[src/rtl/text_console_writer.sv]
// Character-stream writer for text-mode video memory: packs 6-bit glyphs three per
// 18-bit word, tracks a cursor, handles newline and clear; TEXT_SCROLL_EN adds scrolling.
module text_console_writer #(
  parameter int BASE_ADDR     = 256,
  parameter int WORDS_PER_ROW = 27,
  parameter int ROWS          = 60,
  parameter int COLS          = 80
) (
  input  logic        CLK,
  input  logic        CLR,
  input  logic        char_valid,
  input  logic [5:0]  char_code,
  input  logic        char_nl,
  output logic        char_ready,
  input  logic        clear_req,
  output logic        mem_we,
  output logic [10:0] mem_addr,
  output logic [17:0] mem_din,
  input  logic [17:0] mem_dout,
  output logic [6:0]  cursor_col,
  output logic [5:0]  cursor_row,
  output logic        busy
);

  localparam logic [10:0] BASE         = 11'(BASE_ADDR);
  localparam logic [10:0] WPR          = 11'(WORDS_PER_ROW);
  localparam logic [10:0] SCREEN_LAST  = 11'(ROWS * WORDS_PER_ROW - 1);
  localparam logic [6:0]  COL_LAST     = 7'(COLS - 1);
  localparam logic [5:0]  ROW_LAST     = 6'(ROWS - 1);
`ifdef TEXT_SCROLL_EN
  localparam logic [10:0] SCROLL_WORDS = 11'((ROWS - 1) * WORDS_PER_ROW);
  localparam logic [10:0] SCROLL_LAST  = 11'((ROWS - 1) * WORDS_PER_ROW - 1);
  localparam logic [10:0] WPR_LAST     = 11'(WORDS_PER_ROW - 1);
`endif

  typedef enum logic [2:0] {
    IDLE,
    RD,
    WR,
    NL,
    CLEAR
`ifdef TEXT_SCROLL_EN
    ,
    SCR_RD,
    SCR_WR,
    SCR_CLR
`endif
  } state_t;

  state_t      state_q, state_d;
  logic [6:0]  col_q, col_d;
  logic [5:0]  row_q, row_d;
  logic [5:0]  code_q, code_d;
  logic [10:0] cnt_q, cnt_d;

  logic [10:0] word_addr;
  logic [6:0]  col_word;
  logic [6:0]  col_slot;
  logic        line_feed;

  assign col_word   = col_q / 7'd3;
  assign col_slot   = col_q % 7'd3;
  assign word_addr  = BASE + 11'(row_q) * WPR + 11'(col_word);

  assign cursor_col = col_q;
  assign cursor_row = row_q;
  assign busy       = (state_q != IDLE);

  // NOTE: every state element uses <= so all registers update together from
  // values sampled at the same edge; blocking here would create order races.
  always_ff @(posedge CLK or negedge CLR) begin
    if (!CLR) begin
      state_q <= IDLE;
      col_q   <= '0;
      row_q   <= '0;
      code_q  <= '0;
      cnt_q   <= '0;
    end else begin
      state_q <= state_d;
      col_q   <= col_d;
      row_q   <= row_d;
      code_q  <= code_d;
      cnt_q   <= cnt_d;
    end
  end

  // NOTE: every output of this block gets a default first, so no path can
  // leave a signal unassigned and infer a latch.
  always_comb begin
    state_d    = state_q;
    col_d      = col_q;
    row_d      = row_q;
    code_d     = code_q;
    cnt_d      = cnt_q;
    char_ready = 1'b0;
    mem_we     = 1'b0;
    mem_addr   = BASE;
    mem_din    = '0;
    line_feed  = 1'b0;

    unique case (state_q)
      IDLE: begin
        char_ready = !clear_req;
        if (clear_req) begin
          state_d = CLEAR;
          cnt_d   = '0;
        end else if (char_valid) begin
          cnt_d = '0;
          if (char_nl) begin
            state_d = NL;
          end else begin
            state_d = RD;
            code_d  = char_code;
          end
        end
      end

      // Two read cycles give the three-cycle character slot; dout is valid by WR.
      RD: begin
        mem_addr = word_addr;
        if (cnt_q == 11'd0) cnt_d = 11'd1;
        else                state_d = WR;
      end

      WR: begin
        mem_we   = 1'b1;
        mem_addr = word_addr;
        case (col_slot[1:0])
          2'd0:    mem_din = {code_q, mem_dout[11:0]};
          2'd1:    mem_din = {mem_dout[17:12], code_q, mem_dout[5:0]};
          default: mem_din = {mem_dout[17:6], code_q};
        endcase
        if (col_q == COL_LAST) begin
          line_feed = 1'b1;
        end else begin
          col_d   = col_q + 7'd1;
          state_d = IDLE;
        end
      end

      NL: line_feed = 1'b1;

      CLEAR: begin
        mem_we   = 1'b1;
        mem_addr = BASE + cnt_q;
        if (cnt_q == SCREEN_LAST) begin
          state_d = IDLE;
          col_d   = '0;
          row_d   = '0;
        end else begin
          cnt_d = cnt_q + 11'd1;
        end
      end

`ifdef TEXT_SCROLL_EN
      SCR_RD: begin
        mem_addr = BASE + WPR + cnt_q;
        state_d  = SCR_WR;
      end

      SCR_WR: begin
        mem_we   = 1'b1;
        mem_addr = BASE + cnt_q;
        mem_din  = mem_dout;
        if (cnt_q == SCROLL_LAST) begin
          state_d = SCR_CLR;
          cnt_d   = '0;
        end else begin
          state_d = SCR_RD;
          cnt_d   = cnt_q + 11'd1;
        end
      end

      SCR_CLR: begin
        mem_we   = 1'b1;
        mem_addr = BASE + SCROLL_WORDS + cnt_q;
        if (cnt_q == WPR_LAST) state_d = IDLE;
        else                   cnt_d   = cnt_q + 11'd1;
      end
`endif

      default: state_d = IDLE;
    endcase

    if (line_feed) begin
      col_d   = '0;
      state_d = IDLE;
      if (row_q == ROW_LAST) begin
`ifdef TEXT_SCROLL_EN
        // The cursor stays on the last row while the screen moves up beneath it.
        state_d = SCR_RD;
        cnt_d   = '0;
`else
        row_d = '0;
`endif
      end else begin
        row_d = row_q + 6'd1;
      end
    end
  end

endmodule
[config.mk]
export PLATFORM = sky130hd
export DESIGN_NAME = text_console_writer
export DESIGN_NICKNAME = d
export VERILOG_FILES = /design/src/rtl/text_console_writer.sv
export SDC_FILE = /design/constraint.sdc
export NUM_CORES = 1
export LEC_CHECK = 0
export ABC_CLOCK_PERIOD_IN_PS = 12100
export CORE_MARGIN = 3
export CORE_UTILIZATION = 37
export CTS_CLUSTER_SIZE = 40
export DETAILED_ROUTE_END_ITERATION = 7
export DONT_BUFFER_PORTS = 1
export PLACE_DENSITY = 0.57
export SLEW_MARGIN = 10
export SYNTH_ARGS = -nofsm -noshare
export SYNTH_HDL_FRONTEND = slang
export SYNTH_SLANG_ARGS = --single-unit
[constraint.sdc]
create_clock -name CLK -period 12.1 [get_ports CLK]
set_input_delay 1.815 -clock CLK [delete_from_list [all_inputs] [get_ports CLK]]
set_output_delay 1.815 -clock CLK [all_outputs]
set_load 0.02 [all_outputs]
==> results of run 1 <==
## final cells by class
class / count / share of cell area, %
Clock buffer: 6 / 2.18
Multi-Input combinational cell: 341 / 65.3
Clock inverter: 2 / 0.989
Timing Repair Buffer: 2 / 0.396
Inverter: 52 / 5.15
Tap cell: 129 / 4.25
Sequential cell: 33 / 21.8
## sequential cells by signal, indices dropped and copies added, names as in the netlist
signal / count
state_q: 3
code_q: 6
cnt_q: 11
cursor_col: 7
cursor_row: 6
## placed cells by master, fill, tap and decap left out, types with 2 or more instances in the layout
master    synthesis  routed
o31ai_1           3       3
inv_1            51      51
nor2b_1           5       5
nand2_1          61      61
and2_1            3       3
o22ai_1           2       2
nor3_1            8       8
o21ai_1           8       8
mux2_2            7       7
nor2_1           25      25
nor4_1            4       4
o41ai_1           2       2
mux2i_1          13      13
a21boi_0          4       4
fa_1             12      12
or3_1             5       5
dfrtp_1          33      33
a21boi_1          5       5
nand2b_1         10      10
nand3b_1          4       4
nand3_1           7       7
xor2_1            7       7
a22oi_1           4       4
xnor2_1           6       6
a31oi_1           8       8
ha_1             37      37
clkbuf_8          0       6
and3_1            7       7
nor3b_1           2       2
a21oi_1          13      13
or3b_1            2       2
o21ai_0          42      42
buf_4             1       2
## through the flow
| stage | utilization, % | hold WS [ns] | worst slack, ns |
|---|---|---|---|
| after floorplan | - | 0.479 | 6.00 |
| after global placement | 39.4 | 0.491 | 5.55 |
| after detailed placement | 39.4 | 0.493 | 5.38 |
| after CTS | 40.7 | 0.511 | 5.01 |
| after global routing | 40.7 | 0.519 | 4.58 |
| final | 40.7 | 0.509 | 5.01 |
## report_power, final
group / switching, µW / leakage (µW) / internal, µW
Sequential: 46.6 / 0.000441 / 133
Clock: 45.6 / 0.0000574 / 67.0
Combinational: 237 / 0.00124 / 134
## cell families (layout without fill, tap and decap cells)
logic type | Yosys count | count (layout) | synth area share, %
DFF | 33 | 33 | 23.0
adders and majority gates | 49 | 49 | 19.6
buffers and inverters | 69 | 62 | 7.95
xor gates and xnor gates | 14 | 14 | 3.63
AOI/OAI and AO/OA | 107 | 107 | 19.3
muxes | 20 | 20 | 5.82
and+or+nand+nor | 151 | 151 | 20.6
## layer usage
layer	global-route usage, %	vias to the layer above
met5	0	-
met4	4.56	0
met3	3.79	11
met2	25.1	62
met1	20.2	1374
li1	-	1505
## worst max-delay path by stage
stage | from | endpoint | slack, ns
detailed placement | cursor_col[5]$_DFFE_PN0P_ | mem_addr[9] | 5.38
global route | cursor_col[5]$_DFFE_PN0P_ | mem_addr[10] | 4.58
finish | cursor_col[5]$_DFFE_PN0P_ | mem_addr[9] | 5.01
global placement | cursor_col[5]$_DFFE_PN0P_ | mem_addr[9] | 5.55
CTS | cursor_col[5]$_DFFE_PN0P_ | mem_addr[9] | 5.01
floorplan | cursor_col[5]$_DFFE_PN0P_ | mem_addr[9] | 6.00
==> impl_metrics.py, run 1 <==
metrics = {
    "synthesis": {
        "ys_top_cells_by_count": "nand2_1 (61), inv_1 (51), o21ai_0 (42)",
        "synth_area_um2": 3590,
        "synth_edf_count": 0,
        "ys_seq_area_share_pct": 23.0,
        "yosysTopAreaCellShare_pct": 23.0,
        "ys.flop_type": "dfrtp_1",
        "ys_top_cells_by_area": "dfrtp_1 (23%), ha_1 (13%), fa_1 (6.7%), nand2_1 (6.4%), o21ai_0 (5.9%)",
        "syn_nets": 521,
        "syn_inst": 443,
        "yosys.area.top_type": "dfrtp_1",
        "ys_types": 62,
        "synth_async_sr_flop_share_pct": 100,
        "synth_area_per_cell_um2": 8.10,
        "yosysMostFrequentCell": "nand2_1",
        "ys_ff_latch": 33,
        "synth_warnings": 0,
    },
    "clock_tree": {
        "clock-root-buffer": "clkbuf_8",
        "worstSkewPairLatency_ns": 0.29,
        "cts.sinks": 33,
        "htree_levels": 2,
        "cts_resized": 0,
        "cts_tree": "yes",
        "cts.clk_slew.worst_paths_ns": 0.08,
        "postCtsSetupBuffers": 0,
        "clockBufferDepth": 2,
        "cts_buffers": 5,
        "cts_hold_buf": 0,
    },
    "min_path": {
        "min_path_cells": 1,
        "min_from": "code_q[0]$_DFFE_PN0P_",
        "min_to": "code_q[0]$_DFFE_PN0P_",
        "hold_class": "reg -> reg",
    },
    "grt": {
        "grt_util_all_layers_pct": 15.4,
        "grt_antenna_before_repair": 0,
        "gr-total-overflow": 0,
        "grt_max_degree": 34,
        "grt_pass1_wl_um": 14200,
        "grt_pass1_vias": 2909,
    },
    "drt": {
        "drt_pass1_iterations": 4,
        "vias": 2952,
        "avgViaCountPerCell": 5.22,
        "wl_met3_um": 421,
        "antenna_left": 0,
        "drt-total-wl_um": 8280,
        "top_layer": "met4",
        "drc": 0,
        "drtIter0Drc": 103,
        "wl_met2_um": 3950,
        "wl_per_cell_um": 14.6,
        "wl_met1_um": 3770,
    },
    "die": {
        "die_area_um2": 10900,
        "io-pin-count": 74,
        "die_x_um": 104,
        "initial_core_util_pct": 38.5,
        "core_um2": 9330,
        "die_height_um": 104,
        "rows": 35,
    },
    "placement": {
        "place_area_um2": 3670,
        "place_inst": 557,
        "portBuffers": 0,
        "gp_congestion": 0.838,
        "hpwl_um": 6550,
    },
    "timing": {
        "fin_tns_setup_ns": 0,
        "fin_crit_ns": 7.09,
        "max_freq_mhz": 141,
        "skew_ns": 0.00988,
        "rsz0062_at_grt": "false",
        "final_max_slew_viol_count": 0,
        "worstMarginPinSlew_ns": 1.03,
        "final-hold-violation-count": 0,
        "setup_viol": 0,
        "min_period_over_period_pct": 58.6,
        "relSlewSlack_pct": 30.6,
    },
    "worst_setup_path": {
        "critPathArrivalTime_ns": 5.27,
        "cp_cell_sequence": "nand3_1 -> o2111ai_1 -> o221a_2 -> ha_1 -> nor3b_1 -> nor4_1 -> o21ai_1 -> o211a_2 -> o21ai_0 -> ha_1 -> ha_1 -> ha_1 -> a21o_1 -> a21oi_1 -> o21ai_0 -> a21oi_1 -> o21ai_0 -> a21oi_1 -> xor2_1 -> o21ai_0",
        "critPathBufInv": 0,
        "worst-r2r-cell-count": 9,
        "crit_fanout": 21,
        "critPathMaxStageDelay_ns": 0.81,
        "r2r-start": "state_q[0]$_DFFE_PN0P_",
        "r2r_end": "cnt_q[10]$_DFFE_PN0P_",
        "path_class": "reg -> out",
        "worstPathRequired_ns": 10.28,
        "start_kind": "flop",
        "crit_cells": 20,
        "endpoint_kind": "output pin",
        "r2r_slack_ns": 9.27,
        "critical_path.top_delay_family": "compound AO/OA/AOI/OAI gates",
        "slowest_stage": "dfrtp_1",
    },
    "cells_and_area": {
        "fin_area_um2": 3790,
        "seqCellArea_um2": 826,
        "fill_cells": 982,
        "layout-drive-gt1-share_pct": 6.65,
        "layout.cells.non_filler": 565,
        "multi_input_area_um2": 2480,
        "syn_to_final_growth_pct": 5.76,
        "antenna_cells": 0,
        "nets": 513,
    },
    "pwr": {
        "p_leak_uw": 0.00174,
        "peakVddDrop_v": 0.0000861,
        "power_uw": 663,
        "powerDensity_nw_per_um2": 175,
    },
    "run_status": {
        "status": "completed",
    },
    "job": {
        "maxCapViolations": 0,
    },
}
No activity file was read; power rests on OpenSTA's default activity.
==> inputs of run 2 (changes only) <==
- ABC_CLOCK_PERIOD_IN_PS: 12100 -> 7440
- clock period: 12.1 -> 7.44 ns (I/O delays scaled with it)
==> impl_metrics.py, run 2 (synthesized netlist as in run 1, its figures left out) <==
metrics = {
    "grt": {
        "grt_max_degree": 34,
        "grt_pass1_vias": 2869,
        "grt_antenna_before_repair": 0,
        "grt_pass1_wl_um": 14200,
        "gr-total-overflow": 0,
        "grt_util_all_layers_pct": 15.5,
    },
    "pwr": {
        "peakVddDrop_v": 0.000170,
        "p_int_uw": 543,
        "power_frac_seq_pct": 27.1,
        "sw_frac_of_total_pct": 49.6,
        "powerDensity_nw_per_um2": 284,
        "clock_power_share_pct": 16.8,
        "comb_power_share_pct": 56.1,
        "power.switching_uw": 534,
        "p_leak_uw": 0.00174,
    },
    "drt": {
        "drt_pass1_iterations": 4,
        "antenna_left": 0,
        "drc": 0,
        "drtIter0Drc": 112,
        "avgViaCountPerCell": 5.32,
        "wl_per_cell_um": 14.9,
        "drt-total-wl_um": 8420,
        "vias": 3007,
    },
    "die": {
        "rows": 35,
        "initial_core_util_pct": 38.5,
        "core_um2": 9330,
        "die_x_um": 104,
        "die_height_um": 104,
        "io-pin-count": 74,
        "die_area_um2": 10900,
    },
    "worst_setup_path": {
        "r2r_end": "cnt_q[10]$_DFFE_PN0P_",
        "path_class": "reg -> out",
        "critPathArrivalTime_ns": 5.30,
        "worst-r2r-cell-count": 9,
        "crit_fanout": 21,
        "endpoint_kind": "output pin",
        "r2r_slack_ns": 4.68,
        "worstPathRequired_ns": 6.32,
        "r2r-start": "state_q[0]$_DFFE_PN0P_",
        "start_kind": "flop",
    },
    "cells_and_area": {
        "top_register": "cnt_q",
        "syn_to_final_growth_pct": 5.76,
        "largest_register_ffs": 11,
        "layout-drive-gt1-share_pct": 6.65,
        "final_cell_mix": "nand2_1 (61), inv_1 (51), o21ai_0 (42)",
        "layout.cells.non_filler": 565,
        "antenna_cells": 0,
        "mostFrequentLayoutCell": "nand2_1",
        "fill_cells": 961,
        "nets": 513,
    },
    "clock_tree": {
        "cts.sinks": 33,
        "cts.clk_slew.worst_paths_ns": 0.08,
        "postCtsSetupBuffers": 0,
        "clockBufferDepth": 2,
        "cts_hold_buf": 0,
        "cts_buffers": 5,
        "htree_levels": 2,
        "worstSkewPairLatency_ns": 0.29,
        "clock-root-buffer": "clkbuf_8",
        "cts_resized": 0,
        "cts_tree": "yes",
    },
    "min_path": {
        "hold_class": "in -> async",
    },
    "timing": {
        "final_max_slew_viol_count": 0,
        "fin_tns_setup_ns": 0,
        "max_freq_mhz": 156,
        "worstMarginPinSlew_ns": 1.05,
        "fin_crit_ns": 6.42,
        "skew_ns": 0.00961,
        "rsz0062_at_grt": "false",
        "min_period_over_period_pct": 86.3,
        "relSlewSlack_pct": 29.6,
        "setup_viol": 0,
        "final-hold-violation-count": 0,
    },
    "placement": {
        "portBuffers": 0,
        "hpwl_um": 6600,
        "place_inst": 557,
        "gp_congestion": 0.838,
    },
    "run_status": {
        "status": "completed",
    },
    "job": {
        "maxCapViolations": 0,
    },
}
-- run 2: worst max path at each step --
stage | startpoint | to | slack [ns] | depth (start not counted)
floorplan | cursor_col[5]$_DFFE_PN0P_ | mem_addr[9] | 2.04 | 21
global placement | cursor_col[5]$_DFFE_PN0P_ | mem_addr[9] | 1.59 | 20
detailed placement | cursor_col[5]$_DFFE_PN0P_ | mem_addr[9] | 1.40 | 20
CTS | cursor_col[5]$_DFFE_PN0P_ | mem_addr[9] | 1.03 | 20
global route | cursor_col[5]$_DFFE_PN0P_ | mem_addr[10] | 0.65 | 22
finish | cursor_col[5]$_DFFE_PN0P_ | mem_addr[9] | 1.02 | 20
-- run 2: area by class of cell --
type	count	area [µm²]	area share, %
timing repair buffer	2	15.0	0.396
clock buffer	6	82.6	2.18
inverter	52	195	5.15
multi-input combinational	341	2480	65.3
tap	129	161	4.25
clock inverter	2	37.5	0.989
sequential	33	826	21.8
-- run 2: stage by stage --
stage | utilization, % | setup slack [ns] | power, µW | hold WS [ns] | instance area, µm²
6_report | 40.7 | 1.02 | 1080 | 0.506 | 3790
5_1_grt | 40.7 | 0.645 | 1170 | 0.485 | 3790
3_3_place_gp | 39.4 | 1.59 | 893 | 0.491 | 3670
4_1_cts | 40.7 | 1.03 | 1090 | 0.494 | 3790
3_5_place_dp | 39.4 | 1.40 | 902 | 0.493 | 3670
2_1_floorplan | - | 2.04 | 800 | 0.479 | 3590
-- run 2: power groups by stage --
stage | combinational [µW] | clock (µW) | sequential (µW)
floorplan | 536 | 0 | 264
global placement | 598 | 0 | 295
detailed placement | 606 | 0 | 296
CTS | 610 | 188 | 293
global route | 676 | 194 | 301
finish | 604 | 181 | 292
-- run 2: worst max-delay path, cell delays in order, from the launching register on --
cell and delay [ns]:
dfrtp_1 0.84, nand3_1 0.30, o2111ai_1 0.21, o221a_2 0.27, ha_1 0.25, nor3b_1 0.23
nor4_1 0.08, o21ai_1 0.21, o211a_2 0.29, o21ai_0 0.11, ha_1 0.19, ha_1 0.20
ha_1 0.19, a21o_1 0.17, a21oi_1 0.20, o21ai_0 0.11, a21oi_1 0.22, o21ai_0 0.10
a21oi_1 0.19, xor2_1 0.10, o21ai_0 0.53
-- run 2: per-layer routing --
metal  up-vias  global-route usage, %  share of wire [%]
met5         -                      0                  0
met4         0                   4.75                2.1
met3        16                   3.60                5.2
met2        59                   25.3                 47
met1      1426                   20.2                 45
li1       1506                      -                  -
==> inputs of run 3 (changes only) <==
- CORE_MARGIN: 3 -> 2
==> impl_metrics.py, run 3 (synthesized netlist as in run 1, its figures left out) <==
metrics = {
    "die": {
        "initial_core_util_pct": 38.5,
        "io-pin-count": 74,
        "core_um2": 9330,
        "die_x_um": 102,
        "rows": 35,
        "die_area_um2": 10500,
        "die_height_um": 102,
    },
    "placement": {
        "place_inst": 557,
        "portBuffers": 0,
        "gp_congestion": 0.882,
        "hpwl_um": 6630,
    },
    "pwr": {
        "peakVddDrop_v": 0.000149,
        "powerDensity_nw_per_um2": 286,
        "p_leak_uw": 0.00174,
    },
    "worst_setup_path": {
        "path_class": "reg -> out",
        "endpoint_kind": "output pin",
        "r2r_end": "cnt_q[10]$_DFFE_PN0P_",
        "critPathArrivalTime_ns": 5.26,
        "start_kind": "flop",
        "worst-r2r-cell-count": 9,
        "crit_fanout": 21,
        "crit_start": "cursor_col[5]$_DFFE_PN0P_",
        "r2r_slack_ns": 4.53,
        "worstPathRequired_ns": 6.32,
        "r2r-start": "state_q[0]$_DFFE_PN0P_",
    },
    "cells_and_area": {
        "largest_register_ffs": 11,
        "top_register": "cnt_q",
        "layout.cells.non_filler": 565,
        "final_cell_mix": "nand2_1 (61), inv_1 (51), o21ai_0 (42)",
        "mostFrequentLayoutCell": "nand2_1",
        "layout-drive-gt1-share_pct": 6.65,
        "syn_to_final_growth_pct": 5.76,
        "nets": 513,
        "antenna_cells": 0,
    },
    "grt": {
        "grt_antenna_before_repair": 0,
        "grt_max_degree": 34,
        "grt_pass1_wl_um": 14000,
        "gr-total-overflow": 0,
        "grt_util_all_layers_pct": 16.6,
        "grt_pass1_vias": 2816,
    },
    "timing": {
        "fin_crit_ns": 6.38,
        "worstMarginPinSlew_ns": 1.02,
        "max_freq_mhz": 157,
        "final-hold-violation-count": 0,
        "min_period_over_period_pct": 85.7,
        "skew_ns": 0.00882,
        "rsz0062_at_grt": "false",
        "fin_tns_setup_ns": 0,
        "final_max_slew_viol_count": 0,
        "relSlewSlack_pct": 31.6,
        "setup_viol": 0,
    },
    "drt": {
        "drt_pass1_iterations": 4,
        "drt-total-wl_um": 8550,
        "drc": 0,
        "avgViaCountPerCell": 5.33,
        "wl_per_cell_um": 15.1,
        "drtIter0Drc": 107,
        "vias": 3009,
        "antenna_left": 0,
    },
    "run_status": {
        "status": "completed",
    },
    "clock_tree": {
        "cts_tree": "yes",
        "cts_hold_buf": 0,
        "clockBufferDepth": 2,
        "clock-root-buffer": "clkbuf_8",
        "cts_buffers": 5,
        "cts.sinks": 33,
        "htree_levels": 2,
        "worstSkewPairLatency_ns": 0.29,
        "postCtsSetupBuffers": 0,
        "cts_resized": 0,
        "cts.clk_slew.worst_paths_ns": 0.08,
    },
    "min_path": {
        "hold_class": "in -> async",
    },
    "job": {
        "maxCapViolations": 0,
    },
}
## run 3: cell counts in the layout (fill, tap and decap cells not counted)
No cell type changed its count.
## run 3: worst max-delay path by stage
stage	endpoint	slack [ns]	depth (start not counted)
final	mem_addr[9]	1.06	20
after global routing	mem_addr[9]	0.53	20
after detailed placement	mem_addr[9]	1.42	20
after global placement	mem_addr[9]	1.60	20
after CTS	mem_addr[9]	1.07	20
after floorplan	mem_addr[9]	2.04	21
## run 3: metrics by stage
step                      area (µm²)  util [%]  total power, µW  hold slack (ns)  worst slack, ns
after floorplan                 3590         -              800            0.479             2.04
after global placement          3670      39.4              893            0.491             1.60
after detailed placement        3670      39.4              902            0.493             1.42
after CTS                       3790      40.7             1090            0.505             1.07
after global routing            3790      40.7             1170            0.500            0.533
final                           3790      40.7             1080            0.507             1.06
## run 3: critical path, cell delays in order (launching register included)
cell,delay (ns)
dfrtp_1,0.85
xor2_1,0.25
o221ai_1,0.14
o221a_2,0.31
ha_1,0.30
nor3b_1,0.21
nor4_1,0.07
o21ai_1,0.19
o211a_2,0.29
o21ai_0,0.13
ha_1,0.20
ha_1,0.19
ha_1,0.19
a21o_1,0.17
a21oi_1,0.21
o21ai_0,0.11
a21oi_1,0.22
o21ai_0,0.10
a21oi_1,0.19
xor2_1,0.09
o21ai_0,0.55
## run 3: final cells by class
type                       instances  area [µm²]
sequential                        33         826
multi-input combinational        341        2480
fill                             969        5530
clock inverter                     2        37.5
timing repair buffer               2        15.0
clock buffer                       6        82.6
inverter                          52         195
tap                              129         161
## run 3: power by group
| part | leakage [µW] | internal [µW] | switching (µW) | total, µW |
|---|---|---|---|---|
| clock | 0.0000574 | 109 | 73.3 | 182 |
| sequential | 0.000441 | 216 | 76.9 | 293 |
| combinational | 0.00124 | 219 | 390 | 609 |
## run 3: per-layer routing
layer | GRT usage, % | up-vias | part of all wire [%]
li1 | - | 1509 | -
met1 | 23.3 | 1421 | 46
met2 | 25.5 | 65 | 47
met3 | 3.90 | 14 | 4.8
met4 | 4.72 | 0 | 1.9
met5 | 0 | - | 0
